### config.mk
export PLATFORM = sky130hd
export DESIGN_NAME = ip_tx
export DESIGN_NICKNAME = d
export VERILOG_FILES = /design/src/rtl/ip_tx.sv
export SDC_FILE = /design/constraint.sdc
export NUM_CORES = 1
export LEC_CHECK = 0
export CAP_MARGIN = 20
export CORE_ASPECT_RATIO = 1.4
export CORE_MARGIN = 2
export CORE_UTILIZATION = 29
export CTS_CLUSTER_DIAMETER = 40
export DETAILED_ROUTE_END_ITERATION = 6
export HOLD_SLACK_MARGIN = 0.06
export SYNTH_ARGS = -nofsm -noshare
export SYNTH_HDL_FRONTEND = slang
export SYNTH_SLANG_ARGS = --single-unit
### constraint.sdc
create_clock -name i_clk -period 15.3 [get_ports i_clk]
set_input_delay 3.06 -clock i_clk [delete_from_list [all_inputs] [get_ports i_clk]]
set_output_delay 3.06 -clock i_clk [all_outputs]
set_load 0.05 [all_outputs]
### src/rtl/ip_tx.sv
`default_nettype none
// ============================================================================
// Module   : ip_tx
// Purpose  : IPv4 transmit stage. Prepends a 20-byte IPv4 header (with header
//            checksum) to a UDP segment stream and re-aligns the payload by
//            4 bytes on the 64-bit bus before handing it to the MAC/ARP stage.
// Revision : 1.0 - initial release
// ============================================================================
module ip_tx #(
  parameter logic [31:0] P_SRC_IP = 32'hC0A86463,
  parameter logic [31:0] P_DST_IP = 32'hC0A86464,
  parameter logic [7:0]  P_TTL    = 8'd64
) (
  input  logic        i_clk,
  input  logic        i_rst,
  input  logic [31:0] i_dymanic_src_ip,
  input  logic        i_dymanic_src_valid,
  input  logic [31:0] i_dymanic_dst_ip,
  input  logic        i_dymanic_dst_valid,
  input  logic [63:0] s_axis_udp_data,
  input  logic [55:0] s_axis_udp_user,
  input  logic [7:0]  s_axis_udp_keep,
  input  logic        s_axis_udp_last,
  input  logic        s_axis_udp_valid,
  output logic        s_axis_udp_ready,
  output logic [63:0] m_axis_mac_data,
  output logic [31:0] m_axis_mac_user,
  output logic [7:0]  m_axis_mac_keep,
  output logic        m_axis_mac_last,
  output logic        m_axis_mac_valid,
  input  logic        m_axis_mac_ready
);

  localparam logic [15:0] c_VER_IHL_TOS = 16'h4500;
  localparam logic [15:0] c_ETHERTYPE   = 16'h0800;
  localparam logic [15:0] c_HDR_BYTES   = 16'd20;

  typedef enum logic [2:0] {
    S_IDLE = 3'd0,
    S_CSUM = 3'd1,
    S_HDR0 = 3'd2,
    S_HDR1 = 3'd3,
    S_DATA = 3'd4,
    S_TAIL = 3'd5
  } state_t;

  state_t      r_state;

  // Live addresses (software-updatable) and the per-packet snapshot.
  logic [31:0] r_src_ip;
  logic [31:0] r_dst_ip;
  logic [31:0] r_pkt_src;
  logic [31:0] r_pkt_dst;
  logic [55:0] r_pkt_user;

  logic [15:0] r_csum;
  logic [15:0] r_total_len;

  // Low half of the previous beat, waiting to become the high half of the
  // next output word. Seeded with the destination IP so the first payload
  // word naturally finishes the header.
  logic [31:0] r_hold_data;
  logic [3:0]  r_hold_keep;

  logic [63:0] r_m_data;
  logic [31:0] r_m_user;
  logic [7:0]  r_m_keep;
  logic        r_m_last;
  logic        r_m_valid;

  logic [15:0] w_len;
  logic [2:0]  w_flag;
  logic [7:0]  w_proto;
  logic [12:0] w_offset;
  logic [15:0] w_id;
  logic [15:0] w_total_len;
  logic [19:0] w_sum;
  logic [16:0] w_fold1;
  logic [15:0] w_fold2;
  logic [15:0] w_csum;
  logic        w_load;
  logic        w_wait_last;
  logic        w_s_ready;
  logic        w_accept;
  logic [63:0] w_beat_data;
  logic [7:0]  w_beat_keep;

  assign w_len    = r_pkt_user[55:40];
  assign w_flag   = r_pkt_user[39:37];
  assign w_proto  = r_pkt_user[36:29];
  assign w_offset = r_pkt_user[28:16];
  assign w_id     = r_pkt_user[15:0];

  assign w_total_len = w_len + c_HDR_BYTES;

  // One's-complement header sum with the checksum field taken as zero.
  assign w_sum = {4'h0, c_VER_IHL_TOS}
               + {4'h0, w_total_len}
               + {4'h0, w_id}
               + {4'h0, w_flag, w_offset}
               + {4'h0, P_TTL, w_proto}
               + {4'h0, r_pkt_src[31:16]}
               + {4'h0, r_pkt_src[15:0]}
               + {4'h0, r_pkt_dst[31:16]}
               + {4'h0, r_pkt_dst[15:0]};
  assign w_fold1 = {1'b0, w_sum[15:0]} + {13'h0, w_sum[19:16]};
  assign w_fold2 = w_fold1[15:0] + {15'h0, w_fold1[16]};
  assign w_csum  = ~w_fold2;

  // Output register may take a new word when it is empty or being drained.
  assign w_load      = !r_m_valid || m_axis_mac_ready;
  // A final word is sitting in the output register; no more input this packet.
  assign w_wait_last = r_m_valid && r_m_last;
  // The first payload beat is taken as soon as W1 drains so there is no bubble.
  assign w_s_ready   = ((r_state == S_HDR1) || ((r_state == S_DATA) && !w_wait_last)) && w_load;
  assign w_accept    = s_axis_udp_valid && w_s_ready;

  assign w_beat_data = {r_hold_data, s_axis_udp_data[63:32]};
  assign w_beat_keep = {r_hold_keep, s_axis_udp_keep[7:4]};

  // Dynamic address registers, writable at any time.
  always_ff @(posedge i_clk or posedge i_rst) begin
    if (i_rst) begin
      r_src_ip <= P_SRC_IP;
      r_dst_ip <= P_DST_IP;
    end else begin
      if (i_dymanic_src_valid) r_src_ip <= i_dymanic_src_ip;
      if (i_dymanic_dst_valid) r_dst_ip <= i_dymanic_dst_ip;
    end
  end

  // Packet FSM with registered output stage.
  always_ff @(posedge i_clk or posedge i_rst) begin
    if (i_rst) begin
      r_state     <= S_IDLE;
      r_pkt_src   <= P_SRC_IP;
      r_pkt_dst   <= P_DST_IP;
      r_pkt_user  <= 56'h0;
      r_csum      <= 16'h0;
      r_total_len <= 16'h0;
      r_hold_data <= 32'h0;
      r_hold_keep <= 4'h0;
      r_m_data    <= 64'h0;
      r_m_user    <= 32'h0;
      r_m_keep    <= 8'h00;
      r_m_last    <= 1'b0;
      r_m_valid   <= 1'b0;
    end else begin
      case (r_state)
        S_IDLE: begin
          if (s_axis_udp_valid) begin
            r_pkt_user <= s_axis_udp_user;
            r_pkt_src  <= r_src_ip;
            r_pkt_dst  <= r_dst_ip;
            r_state    <= S_CSUM;
          end
        end

        // Output register is always empty here, so W0 (which needs no
        // checksum) is loaded in the same cycle the checksum is computed.
        S_CSUM: begin
          r_csum      <= w_csum;
          r_total_len <= w_total_len;
          r_hold_data <= r_pkt_dst;
          r_hold_keep <= 4'hF;
          r_m_data    <= {c_VER_IHL_TOS, w_total_len, w_id, w_flag, w_offset};
          r_m_user    <= {w_total_len, c_ETHERTYPE};
          r_m_keep    <= 8'hFF;
          r_m_last    <= 1'b0;
          r_m_valid   <= 1'b1;
          r_state     <= S_HDR0;
        end

        S_HDR0: begin
          if (w_load) begin
            r_m_data  <= {P_TTL, w_proto, r_csum, r_pkt_src};
            r_m_keep  <= 8'hFF;
            r_m_valid <= 1'b1;
            r_state   <= S_HDR1;
          end
        end

        S_HDR1, S_DATA: begin
          if (w_wait_last) begin
            if (m_axis_mac_ready) begin
              r_m_valid <= 1'b0;
              r_m_last  <= 1'b0;
              r_state   <= S_IDLE;
            end
          end else if (w_accept) begin
            r_m_data    <= w_beat_data;
            r_m_keep    <= w_beat_keep;
            r_m_valid   <= 1'b1;
            r_hold_data <= s_axis_udp_data[31:0];
            r_hold_keep <= s_axis_udp_keep[3:0];
            if (s_axis_udp_last && !s_axis_udp_keep[3]) begin
              r_m_last <= 1'b1;
              r_state  <= S_DATA;
            end else if (s_axis_udp_last) begin
              r_m_last <= 1'b0;
              r_state  <= S_TAIL;
            end else begin
              r_m_last <= 1'b0;
              r_state  <= S_DATA;
            end
          end else if (w_load) begin
            r_m_valid <= 1'b0;
            r_m_last  <= 1'b0;
            r_state   <= S_DATA;
          end
        end

        // Flush the held low half once, then wait for it to be accepted.
        S_TAIL: begin
          if (r_m_last) begin
            if (m_axis_mac_ready) begin
              r_m_valid <= 1'b0;
              r_m_last  <= 1'b0;
              r_state   <= S_IDLE;
            end
          end else if (w_load) begin
            r_m_data  <= {r_hold_data, 32'h0};
            r_m_keep  <= {r_hold_keep, 4'h0};
            r_m_last  <= 1'b1;
            r_m_valid <= 1'b1;
          end
        end

        default: begin
          r_state <= S_IDLE;
        end
      endcase
    end
  end

  assign s_axis_udp_ready = w_s_ready;
  assign m_axis_mac_data  = r_m_data;
  assign m_axis_mac_user  = r_m_user;
  assign m_axis_mac_keep  = r_m_keep;
  assign m_axis_mac_last  = r_m_last;
  assign m_axis_mac_valid = r_m_valid;

endmodule
`default_nettype wire

Yosys cells after proc, flatten, opt, wreduce, memory -nomap -nowiden --
Cells that the tools add are included.
Cells by class: add/subtract/negate cells 11, bitwise operators 1, reduce and logical (&&, ||, !) cells 21, multiplexer cells 43, equal/unequal tests 14
Operators with widths (number):
- $mux W64 | 5
- $pmux W64 S4 | 1
- $add A20 B16 Y20 | 4
- $mux W32 | 2
- $pmux W32 S2 | 1
- $mux W8 | 5
- $pmux W8 S4 | 1
- $mux W3 | 7
- $add A19 B15 Y20 | 1
- $add A18 B16 Y19 | 1
- $add A17 B16 Y18 | 1
- $add A15 B16 Y17 const A | 1
- $add A16 B4 Y17 | 1
- $add A16 B1 Y16 | 1
- $add A16 B5 Y16 const B | 1
- $not A16 Y16 | 1
- $mux W1 | 15
- $pmux W3 S5 | 1
- $ne A2 B2 Y1 const B | 7
- $mux W4 | 2
- $pmux W4 S2 | 1
- $eq A3 B2 Y1 const B | 2
- $eq A3 B3 Y1 const B | 2
- $reduce_and A3 Y1 | 2
- other kinds (16) | 24
Storage, ports and cells: input port bits 199, output and inout port bits 107, logic and storage cells 104, flip-flop bits (word level) 330

Logic depth before layout (Yosys ltp) --
depth in word-level cells 12, mapped depth 39, depth with buffers taken out 39

Worst setup path before layout --
OpenSTA, ideal clock, no wires.
path type register to register, from register r_pkt_dst[2], to register r_csum[15], path buffers 0, data required time 15.173 ns, clock period less this slack 8.882 ns, arrival time 8.755 ns, cell stages (with the launch flop) 38, setup time 0.127 ns, slack 6.418 ns, cells stage by stage dfstp_2 > inv_1 > fa_1 > inv_1 > fa_1 > fa_1 > fa_1 > ha_1 > inv_1 > fa_1 > nand2b_2 > a211oi_4 > o21ai_2 > nor2_1 > o21ai_0 > a21oi_1 > a21o_1 > a21o_1 > (+2 left out) > inv_1 > fa_1 > nand2b_1 > a21oi_1 > nand2_1 > nor4_2 > nand3_1 > nor2_1 > ha_1 > and3_1 > nand2b_4 > nor3_1 > nand2_1 > or4_4 > nor4_4 > mux2i_1 > xnor2_1 > o21ai_1
Between the ends: word-level cells in the longest chain between the ends 4
RTL lines:
- from (decl) | line 53 | logic [31:0] r_pkt_dst;
- from (signal assigned) | line 154 | r_pkt_dst <= r_dst_ip;
- $add A20 B16 Y20 | line 105 | + {4'h0, r_pkt_dst[15:0]};
- $add A16 B4 Y17 | line 106 | assign w_fold1 = {1'b0, w_sum[15:0]} + {13'h0, w_sum[19:16]};
- $add A16 B1 Y16 | line 107 | assign w_fold2 = w_fold1[15:0] + {15'h0, w_fold1[16]};
- $not A16 Y16 | line 108 | assign w_csum = ~w_fold2;
- to (signal assigned) | line 162 | r_csum <= w_csum;
- to (decl) | line 56 | logic [15:0] r_csum;
Every way passes these cells. A chain may end at the register's enable or synchronous reset.

Worst setup path in the final report --
from register r_pkt_user[42], to register r_csum[15]
Between the ends: word-level cells in the longest chain between the ends 12
RTL lines:
- from (decl) | line 54 | logic [55:0] r_pkt_user;
- from (signal assigned) | line 152 | r_pkt_user <= s_axis_udp_user;
- $add A16 B5 Y16 | line 94 | assign w_total_len = w_len + c_HDR_BYTES;
- net w_total_len[4] | line 76 | logic [15:0] w_total_len;
- $add A15 B16 Y17 | line 98 | + {4'h0, w_total_len}
- $add A17 B16 Y18 | line 99 | + {4'h0, w_id}
- $add A18 B16 Y19 | line 100 | + {4'h0, w_flag, w_offset}
- $add A19 B15 Y20 | line 101 | + {4'h0, P_TTL, w_proto}
- $add A20 B16 Y20 | line 102 | + {4'h0, r_pkt_src[31:16]}
- $add A20 B16 Y20 | line 103 | + {4'h0, r_pkt_src[15:0]}
- $add A20 B16 Y20 | line 104 | + {4'h0, r_pkt_dst[31:16]}
- $add A20 B16 Y20 | line 105
- $add A16 B4 Y17 | line 106
- $add A16 B1 Y16 | line 107
- $not A16 Y16 | line 108
The timed path passes the listed nets, and every way through them passes these cells.

==> reports/results.ini <==
[clock_tree]
cts_buffers = 49
root_buffer = clkbuf_16
cts_tree = done
insertion_delay_ps = 610
clockBufferDepth = 3
postCtsSetupRepairBufs = 0
postCtsHoldBufs = 0
h-tree-depth = 2
clock_sinks = 330
cts_resized = 0
cts.clk_slew.worst_paths_ps = 50

[detailed_routing]
final_antenna_net_count = 0
drc = 0
wl_per_cell_um = 20.8
num_vias = 14240
vias_per_cell = 4.84
drt-total-wl_mm = 61.2
drt_first_pass_iters = 7
drt_iter0_markers = 1260

[finish]
multi_input_area_um2 = 8320
drive_gt1_share_pct = 13.9
nFillCells = 6019
finalNetCount = 2394
seq_area_um2 = 8320
final_core_util_pct = 38.4
final_cells = 2940
area_delta_synth_final_pct = 30.9

[sta]
maxSlewViolCount = 0
finalSetupTns_ps = 0
slew_headroom_pct = 32.1
finalCritPeriodShare_pct = 64.2
max_freq_ghz = 0.102
rsz0062_at_grt = no
finClkSkew_ps = 37.9
fin_crit_ps = 9820
worst_slack_ps = 5480
setup_viol_count_final = 0
tightestPinTransition_ps = 1020
hold_viol_final = 0

[global_routing]
grt_pass1_vias = 14941
grtUsageMet1_pct = 22.0
grt_pass1_wl_mm = 91.8
grt.busiest_layer = met2
use_met2_pct = 31.9
grt_start_max_net_pins = 138
track_usage_pct = 19.4
grt_use_met3_pct = 4.89
overflow = 0
antenna_found_initial = 17

[floorplan]
start_util_pct = 29.4
num_rows = 107
die_area_um2 = 63700
io_pins = 306
die_x_um = 214
core-area_um2 = 60900
fp.dieH_um = 298

[logic_synthesis]
yosys_register_bits = 330
ys_types = 76
synthArstFlopShare_pct = 100
synth_area_um2 = 17900
synth_seq_area_share_pct = 46.5
synth_cells = 1810
ys_warn_count = 0
synth.avg_cell_area_um2 = 9.88
ys_top_cells_by_area = dfrtp_1 (40%), fa_1 (9.9%), dfstp_2 (6.8%)
synth_flop_cell = dfrtp_1
yosysTopAreaCellShare_pct = 39.7
synth-edff-count = 0
synth_area_leader_cell = dfrtp_1

[placement]
post-dp-hpwl_mm = 46.9
dpl.cell_count = 2840
io_buffer_count = 290
place_ws_ps = 5550
gp_congestion = 0.925

[worst_setup_path]
crit_family = simple AND/OR/NAND/NOR gates
cp-start-kind = flop
cp.required_ps = 15740
endpoint_kind = flop
path_class = flop to flop
crit_buf_inv = 4
cp.arrival_ps = 10270
cpPeakStageDelay_ps = 610
path_max_fanout = 7
crit_path_top_delay_cell = or4_4

[outcome]
outcome = completed

[job]
cap_violations = 0

[worst_hold_path]
hold_class = flop to flop

placed cells by master (no fill, tap or decap), types with 9 or more instances in the layout:
cell type | netlist | final
a21o_1 | 10 | 10
clkdlybuf4s50_1 | 0 | 290
nand3_1 | 14 | 14
xnor2_1 | 26 | 26
fa_1 | 88 | 88
a31oi_1 | 38 | 38
a222oi_1 | 32 | 32
buf_4 | 16 | 27
ha_1 | 33 | 33
clkbuf_16 | 0 | 49
a21oi_1 | 57 | 55
inv_1 | 226 | 225
dfrtp_1 | 284 | 284
nand2_1 | 292 | 292
mux2_2 | 94 | 94
xor2_1 | 15 | 15
nor2_1 | 101 | 100
a221oi_1 | 13 | 12
conb_1 | 1 | 15
dfstp_2 | 46 | 46
o21ai_0 | 181 | 181
nor3_1 | 14 | 13
o31ai_1 | 9 | 9
state kept, by name (all words and copies together), names as in the netlist:
signal / count
r_pkt_user: 56
r_hold_keep: 4
r_src_ip: 32
m_axis_mac_keep: 8
m_axis_mac_last: 1
r_hold_data: 32
r_dst_ip: 32
r_csum: 16
r_pkt_dst: 32
r_state: 3
m_axis_mac_data: 64
m_axis_mac_user: 17
r_pkt_src: 32
m_axis_mac_valid: 1
Yosys cell counts (12+ instances only):
library cell and count:
buf_1 12, xor2_1 15, nor3_1 14, nand3_1 14, ha_1 33, fa_1 88, buf_4 16, a21oi_1 57
inv_1 226, xnor2_1 26, a31oi_1 38, dfrtp_1 284, o21ai_0 181, nand2_1 292, dfstp_2 46, clkbuf_1 88
nor2_1 101, mux2_2 94, a222oi_1 32, a221oi_1 13
area by class of cell:
type                       instances  share of cell area [%]
multi-input combinational       1150                    35.6
antenna                            8                  0.0856
clock inverter                    31                    1.83
timing repair buffer             317                    13.3
inverter                         226                    3.66
clock buffer                      61                    5.69
tap                              817                    4.37
sequential                       330                    35.5
metal layers:
metal	wire [um]	vias to the layer above	part of all wire (%)
met2	29500	499	48
met3	4290	165	7.0
met4	4480	20	7.3
li1	-	6528	-
met1	22900	7028	37
met5	132	-	0.22
through the flow:
stage | hold WS, ps | cell area (um^2)
floorplan | 446 | 17900
global placement | 451 | 21600
detailed placement | 467 | 21600
CTS | 478 | 23400
global route | 492 | 23400
finish | 471 | 23400
worst register-to-register path, delay by kind of cell (launching register included):
kind	cells	cell delay, ps
buffers and inverters	4	350
xor gates and xnor gates	3	810
and+or+nand+nor	13	3140
AOI/OAI and AO/OA	9	1850
adders and majority gates	7	2850
DFF	1	420
muxes	1	260
cells by family after synthesis:
| group | after synthesis | share of synthesized area (%) |
|---|---|---|
| AO/OA/AOI/OAI | 392 | 13.7 |
| XOR/XNOR | 45 | 2.37 |
| adder cells (fa/ha/maj) | 121 | 12.2 |
| buffers and inverters | 344 | 7.61 |
| flip-flops | 330 | 46.5 |
| multiplexers | 96 | 6.03 |
| other | 1 | 0.0210 |
| AND/OR/NAND/NOR | 481 | 11.6 |
worst paths after layout:
check,from,to,slack (ps),cells past startpoint
worst min-delay path,m_axis_mac_user[16],m_axis_mac_user[16],470,2
max in group asynchronous,i_rst,m_axis_mac_data[8],9690,4
worst min register to register,m_axis_mac_user[16],m_axis_mac_user[16],470,2
worst max register to register,r_pkt_user[42],r_csum[15],5480,37
worst max-delay path,r_pkt_user[42],r_csum[15],5480,37
min in group asynchronous,i_rst,m_axis_mac_keep[5],3050,2
Power is not shown: default switching activity piles up to over one toggle a cycle in this logic, so the estimate is an artifact.
